<file path="src/rtl/insn_decode_issue.sv">
`timescale 1ns/1ps
`default_nettype none
// ============================================================================
//  Module   : insn_decode_issue
//  Purpose  : Integer-ALU front end. Decodes raw RV64 instruction words into
//             the ALU operand bundle {regA, regB, opcode, regDest}. The bundles
//             pass through a DEPTH-entry queue with valid/ready on both sides.
//             A RUN/HALT machine stops intake once an illegal entry issues.
//  Ports    : clk, rst_n            clock, async active-low reset
//             in_valid/in_ready     fetch-side handshake
//             in_insn, in_pc        raw instruction and its PC
//             flush                 drop queue contents, return to RUN
//             out_valid/out_ready   ALU-side handshake
//             out_regA/B/opcode/regDest/pc/illegal   head-entry bundle
//             halted                machine is in HALT
//             illegal_count         saturating count of illegal issues
//  Revision : 1.0  initial release
// ============================================================================
module insn_decode_issue #(
  parameter int DEPTH = 2,
  parameter int PC_W  = 64,
  parameter int CNT_W = 16
) (
  input  logic             clk,
  input  logic             rst_n,
  input  logic             in_valid,
  output logic             in_ready,
  input  logic [31:0]      in_insn,
  input  logic [PC_W-1:0]  in_pc,
  input  logic             flush,
  output logic             out_valid,
  input  logic             out_ready,
  output logic [4:0]       out_regA,
  output logic [11:0]      out_regB,
  output logic [9:0]       out_opcode,
  output logic [4:0]       out_regDest,
  output logic [PC_W-1:0]  out_pc,
  output logic             out_illegal,
  output logic             halted,
  output logic [CNT_W-1:0] illegal_count
);

  localparam int c_PTR_W = (DEPTH > 1) ? $clog2(DEPTH) : 1;
  localparam int c_CNT_W = $clog2(DEPTH + 1);
  localparam logic [c_CNT_W-1:0] c_FULL    = c_CNT_W'(DEPTH);
  localparam logic [CNT_W-1:0]   c_CNT_MAX = '1;

  typedef struct packed {
    logic            illegal;
    logic [PC_W-1:0] pc;
    logic [4:0]      rd;
    logic [9:0]      opcode;
    logic [11:0]     regb;
    logic [4:0]      rega;
  } entry_t;

  typedef enum logic [0:0] {
    S_RUN  = 1'b0,
    S_HALT = 1'b1
  } state_t;

  // --------------------------------------------------------------------------
  // Combinational decode of the incoming word
  // --------------------------------------------------------------------------
  logic [9:0] w_opcode;
  logic [6:0] w_funct7;
  logic       w_legal;
  entry_t     w_dec;

  assign w_opcode = {in_insn[14:12], in_insn[6:0]};
  assign w_funct7 = in_insn[31:25];

  always_comb begin
    w_legal = 1'b0;
    case (w_opcode)
      10'h013, 10'h01B, 10'h393: w_legal = 1'b1;                 // ADDI, ADDIW, ANDI
      10'h03B: w_legal = (w_funct7 == 7'b0000000) ||             // ADDW
                         (w_funct7 == 7'b0000001) ||             // MULW
                         (w_funct7 == 7'b0100000);               // SUBW
      default: w_legal = 1'b0;
    endcase
  end

  always_comb begin
    w_dec         = '0;
    w_dec.illegal = ~w_legal;
    w_dec.pc      = in_pc;
    w_dec.rd      = in_insn[11:7];
    w_dec.opcode  = w_opcode;
    w_dec.regb    = in_insn[31:20];
    w_dec.rega    = in_insn[19:15];
  end

  // --------------------------------------------------------------------------
  // Queue storage and pointers
  // --------------------------------------------------------------------------
  entry_t               r_mem [DEPTH];
  entry_t               r_head;
  logic [c_PTR_W-1:0]   r_wr_ptr;
  logic [c_PTR_W-1:0]   r_rd_ptr;
  logic [c_CNT_W-1:0]   r_count;
  logic                 r_out_valid;
  state_t               r_state;
  logic                 r_halted;
  logic [CNT_W-1:0]     r_illegal_cnt;

  logic                 w_full;
  logic                 w_push;
  logic                 w_pop;
  logic [c_PTR_W-1:0]   w_rd_next;
  logic [c_CNT_W-1:0]   w_count_next;
  entry_t               w_head_next;

  assign w_full   = (r_count == c_FULL);
  // in_ready never looks at out_ready, so a full queue cannot push and pop together.
  assign in_ready = rst_n & (r_state == S_RUN) & ~w_full & ~flush;
  assign w_push   = in_valid & in_ready;
  // A handshake coinciding with flush is discarded along with the queue.
  assign w_pop    = r_out_valid & out_ready & ~flush;

  assign w_rd_next    = w_pop ? (r_rd_ptr + 1'b1) : r_rd_ptr;
  assign w_count_next = r_count + c_CNT_W'(w_push) - c_CNT_W'(w_pop);

  // The head register is preloaded with whatever entry will sit at the read
  // pointer next cycle. If that slot is being written this cycle, the incoming
  // bundle bypasses the memory so the output stays purely registered.
  always_comb begin
    w_head_next = r_mem[w_rd_next];
    if (w_push && (r_wr_ptr == w_rd_next)) begin
      w_head_next = w_dec;
    end
  end

  always_ff @(posedge clk or negedge rst_n) begin
    if (!rst_n) begin
      r_wr_ptr    <= '0;
      r_rd_ptr    <= '0;
      r_count     <= '0;
      r_out_valid <= 1'b0;
      r_head      <= '0;
      for (int i = 0; i < DEPTH; i++) begin
        r_mem[i] <= '0;
      end
    end else if (flush) begin
      r_wr_ptr    <= '0;
      r_rd_ptr    <= '0;
      r_count     <= '0;
      r_out_valid <= 1'b0;
    end else begin
      if (w_push) begin
        r_mem[r_wr_ptr] <= w_dec;
        r_wr_ptr        <= r_wr_ptr + 1'b1;
      end
      r_rd_ptr    <= w_rd_next;
      r_count     <= w_count_next;
      r_out_valid <= (w_count_next != '0);
      // With the queue going empty the head keeps its last value.
      if (w_count_next != '0) begin
        r_head <= w_head_next;
      end
    end
  end

  // --------------------------------------------------------------------------
  // RUN/HALT machine and illegal-issue counter
  // --------------------------------------------------------------------------
  always_ff @(posedge clk or negedge rst_n) begin
    if (!rst_n) begin
      r_state       <= S_RUN;
      r_halted      <= 1'b0;
      r_illegal_cnt <= '0;
    end else begin
      case (r_state)
        S_RUN: begin
          if (!flush && w_pop && r_head.illegal) begin
            r_state  <= S_HALT;
            r_halted <= 1'b1;
          end
        end
        S_HALT: begin
          if (flush) begin
            r_state  <= S_RUN;
            r_halted <= 1'b0;
          end
        end
        default: begin
          r_state  <= S_RUN;
          r_halted <= 1'b0;
        end
      endcase
      // Entries queued behind an illegal one still drain while halted and count too.
      if (w_pop && r_head.illegal && (r_illegal_cnt != c_CNT_MAX)) begin
        r_illegal_cnt <= r_illegal_cnt + 1'b1;
      end
    end
  end

  // --------------------------------------------------------------------------
  // Outputs
  // --------------------------------------------------------------------------
  assign out_valid     = r_out_valid;
  assign out_regA      = r_head.rega;
  assign out_regB      = r_head.regb;
  assign out_opcode    = r_head.opcode;
  assign out_regDest   = r_head.rd;
  assign out_pc        = r_head.pc;
  assign out_illegal   = r_head.illegal;
  assign halted        = r_halted;
  assign illegal_count = r_illegal_cnt;

endmodule
`default_nettype wire

</file>
<file path="config.mk">
export PLATFORM = sky130hd
export DESIGN_NAME = insn_decode_issue
export DESIGN_NICKNAME = d
export VERILOG_FILES = /design/src/rtl/insn_decode_issue.sv
export SDC_FILE = /design/constraint.sdc
export NUM_CORES = 1
export LEC_CHECK = 0
export BUFFER_PORTS_ARGS = -buffer_cell sky130_fd_sc_hd__buf_2
export CAP_MARGIN = 25
export CELL_PAD_IN_SITES_DETAIL_PLACEMENT = 1
export CELL_PAD_IN_SITES_GLOBAL_PLACEMENT = 1
export CORE_MARGIN = 10
export CORE_UTILIZATION = 45
export DETAILED_ROUTE_END_ITERATION = 10
export GPL_ROUTABILITY_DRIVEN = 0
export GPL_TIMING_DRIVEN = 0
export PLACE_DENSITY_LB_ADDON = 0.25
export SETUP_SLACK_MARGIN = 0.1
export SLEW_MARGIN = 20
export SYNTH_ARGS = -nofsm -noshare
export SYNTH_HDL_FRONTEND = slang
export SYNTH_SLANG_ARGS = --single-unit
</file>
<file path="constraint.sdc">
create_clock -name clk -period 3.9 [get_ports clk]
set_clock_uncertainty 0.2 [all_clocks]
set_input_delay 0.78 -clock clk [delete_from_list [all_inputs] [get_ports clk]]
set_output_delay 0.78 -clock clk [all_outputs]
set_load 0.1 [all_outputs]
</file>
==> impl_metrics.ini <==
[die]
core-area_sq_um = 28940
rows = 62
die_w_microns = 192.1
design.die.area_sq_um = 36890
start_util_pct = 46.04
die_h_microns = 192.1
ios = 217

[pwr]
powerDensity_nw_per_um2 = 938.0
cellLeakagePower_uw = 0.007283
peakVddDrop_uv = 696.1

[global_route]
grt-busiest-layer = met2
grt_overflow = 0
grtUsageTotal_pct = 21.70
antenna_found_initial = 4
grt_use_met3_pct = 4.171
grtUsageMet2_pct = 36.54
grt_max_degree = 70
grt_pass1_vias = 11160
grt_pass1_wl_microns = 63910
met1_usage_pct = 27.93

[setup_path]
slowest_delay_ps = 310
path_common_cell = buf_16
crit_arrival_ps = 3750
crit_start = rst_n
critPathKind = in -> reg
crit_chain = buf_16, buf_16, buf_16, and4bb_1, nand2_1, ha_1, inv_1, ha_1, xnor3_1, a211o_1, buf_2, buf_6, buf_6, o32ai_1, a31oi_1
critPathMaxFanout = 41
rr_startpoint = r_state
critPathLaunchType = primary input
worst_path_max_delay_cell = a211o_1
end_kind = register
cp.required_ps = 4070

[timing]
whs_ps = 49.77
final-setup-viol-count = 0
final_hold_viol_count = 0
rsz0062_at_grt = false
fin_crit_sh_pct = 91.89
period_minus_slack_ps = 3584
drv_slew = 0
max_freq_ghz = 0.2790
tightest_slew_ps = 1013
fin_tns_setup_ps = 0
relSlewSlack_pct = 32.27

[clocking]
cts_buffers = 36
htreeDepth = 2
clkTransAtPathRegs_ps = 60
cts.sink_count = 314
cts_tree = done
clkLatencyLatePin_ps = 510
cts.path.max_buffers = 3
cts_root_buf = clkbuf_16

[job]
maxCapViolCount = 0

[place]
io_buffers = 216
hpwlAfterDp_microns = 27480
place_inst = 1678

[final_layout]
final_cells = 1746
area_delta_synth_final_pct = 21.91
nFillCells = 3070
nNetsFinal = 1440
drive_gt1_share_pct = 33.80

[logic_synthesis]
synth_ff_type = dfrtp_1
ys_warn_count = 0
yosys-top-cells-area = dfrtp_1 59%, mux2_2 12%, o32ai_1 6.0%
syn_area_per_cell_sq_um = 12.42
synth.most_common_cell = dfrtp_1
async_flop_share_pct = 100.0
synth_top_area_share_pct = 58.98
syn_inst = 1073
synth_fp_nets = 1177
ys_seq_area_share_pct = 58.98
syn_area_sq_um = 13320
synth_seq_cells = 314
synth_edf_count = 0
synth_common_cells = 314 x dfrtp_1, 196 x nand2_1, 137 x mux2_2
netlist-cell-type-count = 47
yosysTopAreaCell = dfrtp_1

[drt]
drt-total-wl_microns = 40470
drtAntennaViolNets = 0
vias = 10110
via_per_inst = 5.788
drcViolationCount = 0
wl_per_cell_microns = 23.18
drt_pass1_iterations = 5
first_iter_violations = 436

[worst_hold_path]
hp-class = in -> async

[outcome]
outcome = finished, final reports clean
## flip-flops by register name, indices dropped and copies added, names as in the netlist
register	count
halted	1
r_state	1
out_illegal	1
illegal_count	16
out_regDest	5
out_valid	1
out_regB	12
out_opcode	10
r_wr_ptr	1
out_pc	64
r_mem	194
r_rd_ptr	1
r_count	2
out_regA	5
## through the flow
step	total power [uW]	setup WS, ps	util (%)	cell area (sq um)
2_1_floorplan	10580	160.8	-	13330
3_3_place_gp	11920	-5845	51.46	14890
3_5_place_dp	12130	-1129	51.90	15020
4_1_cts	15350	253.4	56.05	16220
5_1_grt	15920	103.7	56.13	16240
6_report	15230	316.1	56.13	16240
## worst max-delay path: cells and delay by family
| kind | cells | cell delay (ps) |
|---|---|---|
| compound gates | 3 | 690 |
| xor+xnor | 1 | 280 |
| fa+ha+maj | 2 | 440 |
| buf+inv | 7 | 1130 |
| simple gates | 2 | 360 |
## worst paths after layout
check	end	slack (ps)	cells after the start
setup / recovery	out_pc[57]	320	15
hold / removal	r_mem[83]	50	2
setup reg to reg	out_pc[57]	700	12
hold reg to reg	r_mem[179]	280	1
max in group asynchronous	r_mem[125]	2700	3
min in group clk	r_mem[179]	280	1
## logic make-up after synthesis
group | synth area share [%]
compound gates | 12.17
fa+ha+maj | 0.2818
xor+xnor | 1.155
buf+inv | 3.024
flops | 58.98
mux | 16.47
simple gates | 7.908
## metal layers
layer / share of wire, % / vias to the layer above
li1: - / 4509
met4: 1.9 / 0
met5: 0 / -
met3: 5.5 / 54
met2: 50 / 269
met1: 43 / 5274
## cell usage in the layout, fill, tap and decap left out, types with 5 or more instances in the layout
master,instances
a31oi_1,98
buf_16,6
buf_2,236
buf_4,5
clkbuf_1,56
clkbuf_16,37
clkbuf_8,5
clkinv_2,8
dfrtp_1,314
inv_1,6
mux2_1,57
mux2_2,137
nand2_1,196
nand3_1,7
nand4_1,6
nor2_1,11
o32ai_1,90
o32ai_2,6
xnor2_1,12
## timing repair
action / CTS / global route
buffers inserted: 1 / 0
gates cloned: 2 / 0
endpoints found under the setup margin: 118 / 14
hold buffers: 1 / 0
gates resized for setup: 5 / 9
pin swaps: 1 / 0
hold endpoints to repair: 45 / 0
## power breakdown
group | internal (uW) | switching [uW]
logic | 1490 | 5350
registers | 4500 | 757
clock network | 1830 | 1310
## layout make-up
cell class	count	area, sq um	area share, %
Clock inverter	9	48.80	0.3005
Multi-Input combinational cell	670	5076	31.26
Sequential cell	314	7858	48.38
Tap cell	384	480.5	2.958
Buffer	83	395.4	2.435
Inverter	6	22.52	0.1387
Timing Repair Buffer	225	1321	8.136
Antenna cell	4	10.01	0.06163
Clock buffer	51	1028	6.333
Note: power is estimated with default switching activity, not from simulation.
